File: config.mk
export PLATFORM = sky130hd
export DESIGN_NAME = axis_udp_packetizer
export DESIGN_NICKNAME = d
export VERILOG_FILES = /design/src/rtl/rgmii_pkg.sv /design/src/rtl/axis_udp_packetizer.sv
export SDC_FILE = /design/constraint.sdc
export NUM_CORES = 1
export LEC_CHECK = 0
export BUFFER_PORTS_ARGS = -buffer_cell sky130_fd_sc_hd__buf_2
export CORE_ASPECT_RATIO = 1.5
export CORE_MARGIN = 3
export CORE_UTILIZATION = 47
export DETAILED_ROUTE_END_ITERATION = 16
export GPL_ROUTABILITY_DRIVEN = 0
export GPL_TIMING_DRIVEN = 0
export PLACE_DENSITY = 0.74
export SKIP_LAST_GASP = 1
export SLEW_MARGIN = 5
export SYNTH_ARGS = -nofsm -noshare
export SYNTH_HDL_FRONTEND = slang
export SYNTH_SLANG_ARGS = --single-unit
File: constraint.sdc
create_clock -name clk_i -period 3.45 [get_ports clk_i]
set_input_delay 0.1725 -clock clk_i [delete_from_list [all_inputs] [get_ports clk_i]]
set_output_delay 0.1725 -clock clk_i [all_outputs]
set_load 0.005 [all_outputs]
File: src/rtl/rgmii_pkg.sv
// Shared constants and state encoding for the RGMII/UDP transmit path.
package rgmii_pkg;

  localparam int unsigned PKT_HDR_BYTES = 4;
  localparam int unsigned PKT_MIN_BYTES = 5;

  typedef enum logic [1:0] {
    PKT_IDLE,
    PKT_HDR,
    PKT_DATA,
    PKT_PAD
  } pkt_state_e;

endpackage

File: src/rtl/axis_udp_packetizer.sv
// Frames an 8-bit sample stream into fixed-length UDP payloads with a 32-bit sequence header.
// Optional frame/pad statistics counters are built when PACKETIZER_STATS_EN is defined.
module axis_udp_packetizer
  import rgmii_pkg::*;
#(
  parameter int unsigned PAYLOAD_WIDTH = 11,
  parameter int unsigned TIMEOUT_WIDTH = 16
) (
  input  logic                     clk_i,
  input  logic                     rstn_i,
  input  logic                     enable_i,
  input  logic [PAYLOAD_WIDTH-1:0] payload_bytes_i,
  input  logic [TIMEOUT_WIDTH-1:0] timeout_i,
  output logic [31:0]              seq_num_o,
  output logic                     busy_o,
  output logic                     pad_pulse_o,
`ifdef PACKETIZER_STATS_EN
  output logic [31:0]              pkt_cnt_o,
  output logic [31:0]              pad_cnt_o,
`endif
  input  logic [7:0]               s_axis_tdata,
  input  logic                     s_axis_tvalid,
  input  logic                     s_axis_tlast,
  output logic                     s_axis_tready,
  output logic [7:0]               m_axis_tdata,
  output logic                     m_axis_tvalid,
  output logic                     m_axis_tlast,
  input  logic                     m_axis_tready
);

  pkt_state_e               state_q, state_d;
  logic [31:0]              seq_q, seq_d;
  logic [PAYLOAD_WIDTH-1:0] byte_cnt_q, byte_cnt_d;
  logic [PAYLOAD_WIDTH-1:0] len_q, len_d;
  logic [TIMEOUT_WIDTH-1:0] stall_cnt_q, stall_cnt_d;
  logic                     last_beat;
  logic                     frame_end;
  logic [7:0]               hdr_byte;
  logic                     unused_tlast;

  // Input tlast carries no framing meaning here; frames are length-defined.
  assign unused_tlast = s_axis_tlast;

  assign seq_num_o = seq_q;
  assign busy_o    = (state_q != PKT_IDLE);
  assign last_beat = (byte_cnt_q == len_q - PAYLOAD_WIDTH'(1));

  always_comb begin
    hdr_byte = seq_q[7:0];
    case (byte_cnt_q[1:0])
      2'd0:    hdr_byte = seq_q[31:24];
      2'd1:    hdr_byte = seq_q[23:16];
      2'd2:    hdr_byte = seq_q[15:8];
      default: hdr_byte = seq_q[7:0];
    endcase
  end

  always_ff @(posedge clk_i) begin
    if (!rstn_i) begin
      state_q     <= PKT_IDLE;
      seq_q       <= '0;
      byte_cnt_q  <= '0;
      len_q       <= PAYLOAD_WIDTH'(PKT_MIN_BYTES);
      stall_cnt_q <= '0;
    end else begin
      state_q     <= state_d;
      seq_q       <= seq_d;
      byte_cnt_q  <= byte_cnt_d;
      len_q       <= len_d;
      stall_cnt_q <= stall_cnt_d;
    end
  end

  always_comb begin
    state_d       = state_q;
    seq_d         = seq_q;
    byte_cnt_d    = byte_cnt_q;
    len_d         = len_q;
    stall_cnt_d   = stall_cnt_q;
    m_axis_tvalid = 1'b0;
    m_axis_tdata  = 8'h00;
    m_axis_tlast  = 1'b0;
    s_axis_tready = 1'b0;
    pad_pulse_o   = 1'b0;
    frame_end     = 1'b0;

    case (state_q)
      PKT_IDLE: begin
        if (enable_i && s_axis_tvalid) begin
          state_d     = PKT_HDR;
          byte_cnt_d  = '0;
          stall_cnt_d = '0;
          len_d       = (payload_bytes_i < PAYLOAD_WIDTH'(PKT_MIN_BYTES)) ?
                        PAYLOAD_WIDTH'(PKT_MIN_BYTES) : payload_bytes_i;
        end
      end

      PKT_HDR: begin
        m_axis_tvalid = 1'b1;
        m_axis_tdata  = hdr_byte;
        if (m_axis_tready) begin
          byte_cnt_d = byte_cnt_q + PAYLOAD_WIDTH'(1);
          if (byte_cnt_q == PAYLOAD_WIDTH'(PKT_HDR_BYTES - 1)) state_d = PKT_DATA;
        end
      end

      PKT_DATA: begin
        m_axis_tvalid = s_axis_tvalid;
        s_axis_tready = m_axis_tready;
        m_axis_tdata  = s_axis_tdata;
        m_axis_tlast  = last_beat;
        if (s_axis_tvalid) begin
          // Downstream backpressure never advances the stall counter.
          stall_cnt_d = '0;
          if (m_axis_tready) begin
            byte_cnt_d = byte_cnt_q + PAYLOAD_WIDTH'(1);
            frame_end  = last_beat;
          end
        end else begin
          stall_cnt_d = stall_cnt_q + TIMEOUT_WIDTH'(1);
          if ((timeout_i != '0) && (stall_cnt_q == timeout_i - TIMEOUT_WIDTH'(1))) begin
            state_d     = PKT_PAD;
            stall_cnt_d = '0;
          end
        end
      end

      PKT_PAD: begin
        m_axis_tvalid = 1'b1;
        m_axis_tlast  = last_beat;
        if (m_axis_tready) begin
          byte_cnt_d  = byte_cnt_q + PAYLOAD_WIDTH'(1);
          frame_end   = last_beat;
          pad_pulse_o = last_beat;
        end
      end

      default: state_d = PKT_IDLE;
    endcase

    if (frame_end) begin
      state_d     = PKT_IDLE;
      seq_d       = seq_q + 32'd1;
      byte_cnt_d  = '0;
      stall_cnt_d = '0;
    end
  end

`ifdef PACKETIZER_STATS_EN
  // Completed and padded frame counters, both wrapping at 2^32.
  always_ff @(posedge clk_i) begin
    if (!rstn_i) begin
      pkt_cnt_o <= '0;
      pad_cnt_o <= '0;
    end else if (frame_end) begin
      pkt_cnt_o <= pkt_cnt_o + 32'd1;
      if (state_q == PKT_PAD) pad_cnt_o <= pad_cnt_o + 32'd1;
    end
  end
`endif

endmodule
==> results.cfg, run 1 <==
[grt]
grt_antenna_before_repair = 0
overflow = 0
grt_pass1_wl_mm = 25.6
grt_pass1_vias = 5488
grt.total_usage_pct = 25.9
grt_max_degree = 14

[timing]
fmax_mhz = 312
hold_slack_ps = 81.7
drv_slew = 0
setup_violations = 0
tightest_slew_ps = 920
skew_ps = 7.06
max_slew_margin_pct = 38.2
tns_ps = 0
fin_ws_ps = 243
rsz0062_at_grt = no
hold_violations = 0
finalCriticalPeriod_ps = 3210
min_period_over_period_pct = 93.0

[layout]
area_growth_pct = 18.1
nets = 798
fill_cells = 985
antenna_cells = 0
post-route-util_pct = 57.6
multiInputGateArea_mm2 = 0.00331
design_area_mm2 = 0.00590
drive_above_1_share_pct = 16.2
final_cells = 889
regArea_mm2 = 0.00144

[clocking]
ctsLongestPathBuffers = 2
cts_tree = done
cts_hold_buf = 0
post-cts-setup-buffers = 0
cts-buffers-inserted = 9
clk_pin_slew_ps = 60
htree_num_levels = 3
cts.sinks = 72
clockRootBuffer = clkbuf_16
clk-insertion-delay-late_ps = 340

[critical_path]
crit_type = reg -> reg
end_kind = flip-flop
critPathRequiredTime_ps = 3720
crit_fanout = 10
crit_path_start_kind = flip-flop
worstPathArrival_ps = 3480

[detailed_routing]
drc = 0
wl_per_cell_um = 17.8
wl_mm = 15.8
viasPerCell = 6.30
initialDrtViolationCount = 448
vias = 5604
drtAntennaViolNets = 0
first_pass_iters = 9

[yosys]
synth.net_count = 706
netlist_area_mm2 = 0.00500
ys_warn_count = 0
async_reset_ff_share_pct = 0
avgSynthCellArea_um2 = 7.67
syn_inst = 651
yosysUniqueCellTypes = 63
ys.flop_type = dfxtp_1
ys_seq_area_share_pct = 28.9
ys_ff_latch = 72
synth_edf_count = 0

[power_and_ir_drop]
power_mw = 2.55
power_per_cell_area_mw_per_mm2 = 431
p_leak_nw = 2.11
irDropWorstVdd_uv = 266

[placed_design]
io_buffers = 81
dp_slack_ps = 207
dp_cells = 873
place_area_mm2 = 0.00558
hpwl_mm = 11.8

[floorplanning]
die_y_um = 132
initial_core_util_pct = 48.8
coreArea_mm2 = 0.0102
die_area_mm2 = 0.0119
die_x_um = 90.2
rows = 45
ios = 86

[job]
cap_violations = 0

[outcome]
outcome = finished clean

[hold_path]
worstHoldPathType = in -> reg
## state kept, by name (all words and copies together), names as in the netlist
name         flops
byte_cnt_q      11
seq_num_o       32
state_q          2
stall_cnt_q     16
len_q           11
## per-layer routing
layer / GRT usage [%] / vias to the layer above / part of all wire, %
li1: - / 2638 / -
met1: 28.4 / 2594 / 39
met2: 44.8 / 294 / 49
met3: 5.14 / 78 / 7.3
met4: 17.6 / 0 / 5.5
met5: 0 / - / 0
## layout make-up
cell class | count | area share [%]
multi-input cells | 515 | 56.0
flip-flops and latches | 72 | 24.4
repair buffers | 81 | 6.87
clock buffers | 9 | 3.82
plain buffers | 44 | 3.01
well taps | 141 | 2.99
clock inverters | 7 | 1.61
inverters | 20 | 1.27
## layout by cell type, fill, tap and decap left out, drive strengths merged, types with 11 or more instances in the layout
cell / count
buf: 88
dfxtp: 72
nand2: 71
nor2: 54
a21oi: 46
clkbuf: 46
nand3: 34
or4: 32
o31ai: 27
xnor2: 23
inv: 20
nand4: 20
o21ai: 18
xor2: 18
ha: 14
a31oi: 13
or3: 11
and3: 11
a22oi: 11
## path summary, 6_finish.rpt
| check | startpoint | endpoint | slack (ps) | depth (start not counted) |
|---|---|---|---|---|
| worst max-delay path | len_q[0]$_SDFFE_PN1P_ | seq_num_o[22]$_SDFFE_PN0P_ | 240 | 10 |
| worst min-delay path | payload_bytes_i[2] | len_q[2]$_SDFFE_PN1P_ | 80 | 3 |
| worst max register to register | len_q[0]$_SDFFE_PN1P_ | seq_num_o[22]$_SDFFE_PN0P_ | 240 | 10 |
| worst min register to register | len_q[10]$_SDFFE_PN0P_ | len_q[10]$_SDFFE_PN0P_ | 480 | 2 |
## synth_stat cells (5+ instances only)
| cell type | instances | area, µm² |
|---|---|---|
| or3_1 | 11 | 68.8 |
| xor2_1 | 18 | 158 |
| nand4_1 | 19 | 119 |
| and2_1 | 9 | 56.3 |
| clkbuf_1 | 36 | 135 |
| nand3b_1 | 5 | 37.5 |
| ha_1 | 14 | 175 |
| nand2_1 | 71 | 267 |
| a21oi_1 | 46 | 230 |
| o31ai_1 | 26 | 195 |
| a222oi_1 | 8 | 80.1 |
| nor3_1 | 7 | 35.0 |
| and4_1 | 7 | 61.3 |
| nor2_1 | 54 | 203 |
| nand4b_1 | 5 | 43.8 |
| a31oi_1 | 13 | 81.3 |
| nor4_1 | 8 | 50.1 |
| a22oi_1 | 9 | 67.6 |
| buf_2 | 6 | 30.0 |
| inv_1 | 19 | 71.3 |
| nand3_1 | 34 | 170 |
| dfxtp_1 | 72 | 1440 |
| or4_1 | 31 | 233 |
| o22ai_1 | 5 | 31.3 |
| o21ai_0 | 18 | 90.1 |
| and3_1 | 11 | 68.8 |
| xnor2_1 | 23 | 201 |
## where the power goes
part           switching, mW  internal, mW
Combinational          0.402         0.221
Sequential            0.0481         0.862
Clock                  0.380         0.634
## repair_timing
item | 4_1_cts | 5_1_grt
gates resized for setup | 0 | 6
hold endpoints to repair | 0 | 0
endpoints found under the setup margin | 0 | 13
## cell families after synthesis
group / Yosys count / synth area share, %
XOR/XNOR: 41 / 7.19
AO/OA/AOI/OAI: 162 / 22.2
multiplexers: 4 / 0.826
buffers and inverters: 64 / 4.98
adder cells (fa/ha/maj): 14 / 3.51
AND/OR/NAND/NOR: 294 / 32.5
flip-flops: 72 / 28.9
## critical path, stage by stage, from the launching register on
cell and delay [ps]:
dfxtp_1 350, inv_1 80, ha_1 260, nor3b_1 270, a21oi_1 120, or4_4 550, nor3_4 220, nand4_4 230
clkbuf_1 330, or4_1 570, a21oi_1 170
(Power assumes the default switching activity.)
==> inputs of run 2 (changes only) <==
==> constraint.sdc (replaced) <==
create_clock -name clk_i -period 3.45 [get_ports clk_i]
set_input_delay 0 -clock clk_i [delete_from_list [all_inputs] [get_ports clk_i]]
set_output_delay 0 -clock clk_i [all_outputs]
set_load 0.005 [all_outputs]
==> results.cfg, run 2 (synthesis results as in run 1) <==
[outcome]
outcome = finished clean

[detailed_routing]
drtAntennaViolNets = 0
first_pass_iters = 6
wl_per_cell_um = 17.8
viasPerCell = 6.29
initialDrtViolationCount = 466
vias = 5662
wl_mm = 16.0
drc = 0

[hold_path]
hold-path-cell-count = 2
worstHoldPathType = in -> reg

[floorplanning]
initial_core_util_pct = 48.8
ios = 86
die_y_um = 132
die_area_mm2 = 0.0119
rows = 45
coreArea_mm2 = 0.0102
die_x_um = 90.2

[timing]
max_slew_margin_pct = 40.6
rsz0062_at_grt = no
hold_violations = 0
tns_ps = 0
finalCriticalPeriod_ps = 3210
setup_violations = 0
drv_slew = 0
tightest_slew_ps = 884
skew_ps = 7.41
min_period_over_period_pct = 93.2
fmax_mhz = 311

[clocking]
cts-buffers-inserted = 9
post-cts-setup-buffers = 0
clk-insertion-delay-late_ps = 340
htree_num_levels = 3
ctsLongestPathBuffers = 2
cts.sinks = 72
clk_pin_slew_ps = 60
cts_tree = done
clockRootBuffer = clkbuf_16

[critical_path]
crit_fanout = 10
critPathRequiredTime_ps = 3720
crit_type = reg -> reg
r2r_slack_ps = 240
crit_path_start_kind = flip-flop
worstPathArrival_ps = 3490
worstRegToRegCells = 10
end_kind = flip-flop

[layout]
drive_above_1_share_pct = 15.9
final_common_cell = buf_2
design_area_mm2 = 0.00601
regArea_mm2 = 0.00144
antenna_cells = 0
largest_register_ffs = 32
multiInputGateArea_mm2 = 0.00331
fill_cells = 969
nets = 809
area_growth_pct = 20.3
layout_common_cells = buf_2, dfxtp_1, nand2_1

[grt]
grt_pass1_vias = 5533
grt_max_degree = 14
overflow = 0
grt_antenna_before_repair = 0
grt.total_usage_pct = 26.3
grt_pass1_wl_mm = 25.9

[power_and_ir_drop]
p_leak_nw = 2.16
power_per_cell_area_mw_per_mm2 = 425
irDropWorstVdd_uv = 269

[job]
cap_violations = 0

[placed_design]
hpwl_mm = 11.8
io_buffers = 81
place_area_mm2 = 0.00558
## run 2: cell count changes in the layout (fill, tap and decap cells not counted), sizes merged
| cell | previous run | this run |
|---|---|---|
| dlygate4sd3 | 0 | 11 |
## run 2: final cells by class
type	count	area share [%]
Buffer	44	2.96
Timing Repair Buffer	92	8.57
Inverter	20	1.25
Clock inverter	7	1.58
Tap cell	141	2.93
Sequential cell	72	24.0
Clock buffer	9	3.75
Multi-Input combinational cell	515	55.0
## run 2: metrics by stage
step	power [mW]	utilization [%]	hold WS, ps	setup slack, ps	cells
finish	2.56	58.7	37.5	236	900
global route	2.67	58.7	65.5	3.22	900
CTS	2.56	58.6	40.1	195	900
detailed placement	1.54	54.4	247	207	873
global placement	1.52	54.4	246	311	873
floorplan	1.36	-	116	698	651
## run 2: final timing paths
path | startpoint | end
worst max-delay path | len_q[0]$_SDFFE_PN1P_ | seq_num_o[22]$_SDFFE_PN0P_
worst min register to register | len_q[10]$_SDFFE_PN0P_ | len_q[10]$_SDFFE_PN0P_
worst max register to register | len_q[0]$_SDFFE_PN1P_ | seq_num_o[22]$_SDFFE_PN0P_
worst min-delay path | rstn_i | len_q[0]$_SDFFE_PN1P_
## run 2: critical path, stage by stage, from the launching register on
cell and delay (ps):
dfxtp_1 350, inv_1 80, ha_1 250, nor3b_1 270
a21oi_1 120, or4_4 550, nor3_4 220, nand4_4 230
clkbuf_1 330, or4_1 570, a21oi_1 170
## run 2: layer usage
layer  vias up  wire [µm]  global-route usage (%)
li1       2658          -                       -
met1      2600       5870                    28.7
met4         0        927                    18.4
met3        75       1310                    5.08
met5         -          0                       0
met2       329       7900                    45.4
## run 2: timing repair
action / 4_1_cts / 5_1_grt
endpoints found under the hold margin: 11 / 0
hold buffers: 11 / 0
setup endpoints to repair: 0 / 15
gates resized for setup: 0 / 6
## run 2: where the power goes
part | total [mW] | switching [mW] | leakage, nW | internal, mW
Combinational | 0.634 | 0.404 | 1.42 | 0.229
Clock | 1.01 | 0.381 | 0.156 | 0.634
Sequential | 0.909 | 0.0475 | 0.581 | 0.862
Total | 2.56 | 0.833 | 2.16 | 1.73
==> inputs of run 3 (changes only) <==
--- a/config.mk
+++ b/config.mk
@@ -9,6 +9,7 @@
 export CORE_ASPECT_RATIO = 1.5
 export CORE_MARGIN = 3
 export CORE_UTILIZATION = 47
+export CTS_BUF_LIST = sky130_fd_sc_hd__clkbuf_8
 export DETAILED_ROUTE_END_ITERATION = 16
 export GPL_ROUTABILITY_DRIVEN = 0
 export GPL_TIMING_DRIVEN = 0
==> results.cfg, run 3 (synthesis results as in run 1) <==
[timing]
tightest_slew_ps = 961
skew_ps = 10.4
setup_violations = 0
fin_ws_ps = 242
rsz0062_at_grt = yes
max_slew_margin_pct = 35.4
fmax_mhz = 312
finalCriticalPeriod_ps = 3210
min_period_over_period_pct = 93.0
drv_slew = 0
hold_violations = 0

[detailed_routing]
vias = 5649
drtAntennaViolNets = 0
first_pass_iters = 10
wl_per_cell_um = 17.5
viasPerCell = 6.28
initialDrtViolationCount = 413
drc = 0
wl_mm = 15.8

[grt]
grt_pass1_wl_mm = 25.6
grt_max_degree = 14
grt.total_usage_pct = 25.9
grt_pass1_vias = 5472
grt_antenna_before_repair = 0
overflow = 0

[hold_path]
min-delay-start = rstn_i
worstHoldPathType = in -> reg

[critical_path]
crit_fanout = 10
cp_slowest_cell = or4_1
crit_path_start_kind = flip-flop
critPathRequiredTime_ps = 3750
path_cells = inv_1, ha_1, nor3b_1, a21oi_1, or4_4, nor3_4, nand4_4, clkbuf_1, or4_1, a21oi_1
cpPeakStageDelay_ps = 570
worstPathArrival_ps = 3500
crit_top_cell = a21oi_1
crit_type = reg -> reg
crit_start = len_q[0]$_SDFFE_PN1P_
end_kind = flip-flop
r2r-start = len_q[0]$_SDFFE_PN1P_

[clocking]
ctsLongestPathBuffers = 2
htree_num_levels = 3
clockRootBuffer = clkbuf_8
post-cts-setup-buffers = 0
clk_pin_slew_ps = 80
cts_tree = done
clk-insertion-delay-late_ps = 370
cts-buffers-inserted = 9
cts.sinks = 72

[power_and_ir_drop]
p_leak_nw = 2.11
power_mw = 2.30
irDropWorstVdd_uv = 231
power_per_cell_area_mw_per_mm2 = 389

[layout]
nets = 809
final_cells = 900
final_common_cell = buf_2
largest_register_ffs = 32
design_area_mm2 = 0.00591
post-route-util_pct = 57.7
antenna_cells = 0
area_growth_pct = 18.3
layout_common_cells = buf_2, dfxtp_1, nand2_1
drive_above_1_share_pct = 15.9

[floorplanning]
ios = 86
initial_core_util_pct = 48.8
rows = 45
die_y_um = 132
die_area_mm2 = 0.0119
die_x_um = 90.2
coreArea_mm2 = 0.0102

[outcome]
outcome = finished clean

[job]
cap_violations = 0

[placed_design]
hpwl_mm = 11.8
place_area_mm2 = 0.00558
io_buffers = 81
dp_slack_ps = 207
dp_cells = 873
==> run 3: worst max-delay path, delay by kind of cell (launching register included) <==
kind | cells | cell delay [ps]
AO/OA/AOI/OAI | 2 | 290
adder cells (fa/ha/maj) | 1 | 250
buffers and inverters | 2 | 390
flip-flops | 1 | 360
AND/OR/NAND/NOR | 5 | 1840
==> run 3: timing repair <==
| action | in CTS | in global routing |
|---|---|---|
| endpoints found under the setup margin | 0 | 15 |
| hold endpoints to repair | 11 | 0 |
| hold buffers | 11 | 0 |
| resized for setup | 0 | 6 |
==> run 3: worst paths after layout <==
| check | to | slack, ps | cells after the start |
|---|---|---|---|
| setup / recovery | seq_num_o[22]$_SDFFE_PN0P_ | 240 | 10 |
| hold / removal | len_q[0]$_SDFFE_PN1P_ | 20 | 2 |
| setup reg to reg | seq_num_o[22]$_SDFFE_PN0P_ | 240 | 10 |
| hold reg to reg | len_q[10]$_SDFFE_PN0P_ | 480 | 2 |
==> run 3: layout make-up <==
class / count / area [µm²]
Sequential cell: 72 / 1440
Fill cell: 991 / 4340
Tap cell: 141 / 176
Clock inverter: 7 / 95.1
Buffer: 44 / 178
Timing Repair Buffer: 92 / 515
Clock buffer: 9 / 124
Inverter: 20 / 75.1
Multi-Input combinational cell: 515 / 3310
==> run 3: layer usage <==
| layer | vias up | GRT usage, % | part of all wire [%] |
|---|---|---|---|
| met3 | 71 | 5.03 | 7.8 |
| met4 | 0 | 16.7 | 5.3 |
| met1 | 2611 | 28.7 | 38 |
| met5 | - | 0 | 0 |
| met2 | 305 | 44.7 | 49 |
| li1 | 2662 | - | - |
==> run 3: metrics by stage <==
step / setup TNS [ps] / hold WS, ps
finish: 0 / 21.3
global route: -3.92 / 31.1
CTS: 0 / 16.4
detailed placement: 0 / 247
global placement: 0 / 246
floorplan: 0 / 116
==> run 3: power breakdown <==
part / total, mW / switching, mW / internal (mW) / leakage [nW]
combinational: 0.633 / 0.403 / 0.229 / 1.42
clock: 0.762 / 0.353 / 0.408 / 0.110
sequential: 0.908 / 0.0470 / 0.861 / 0.581
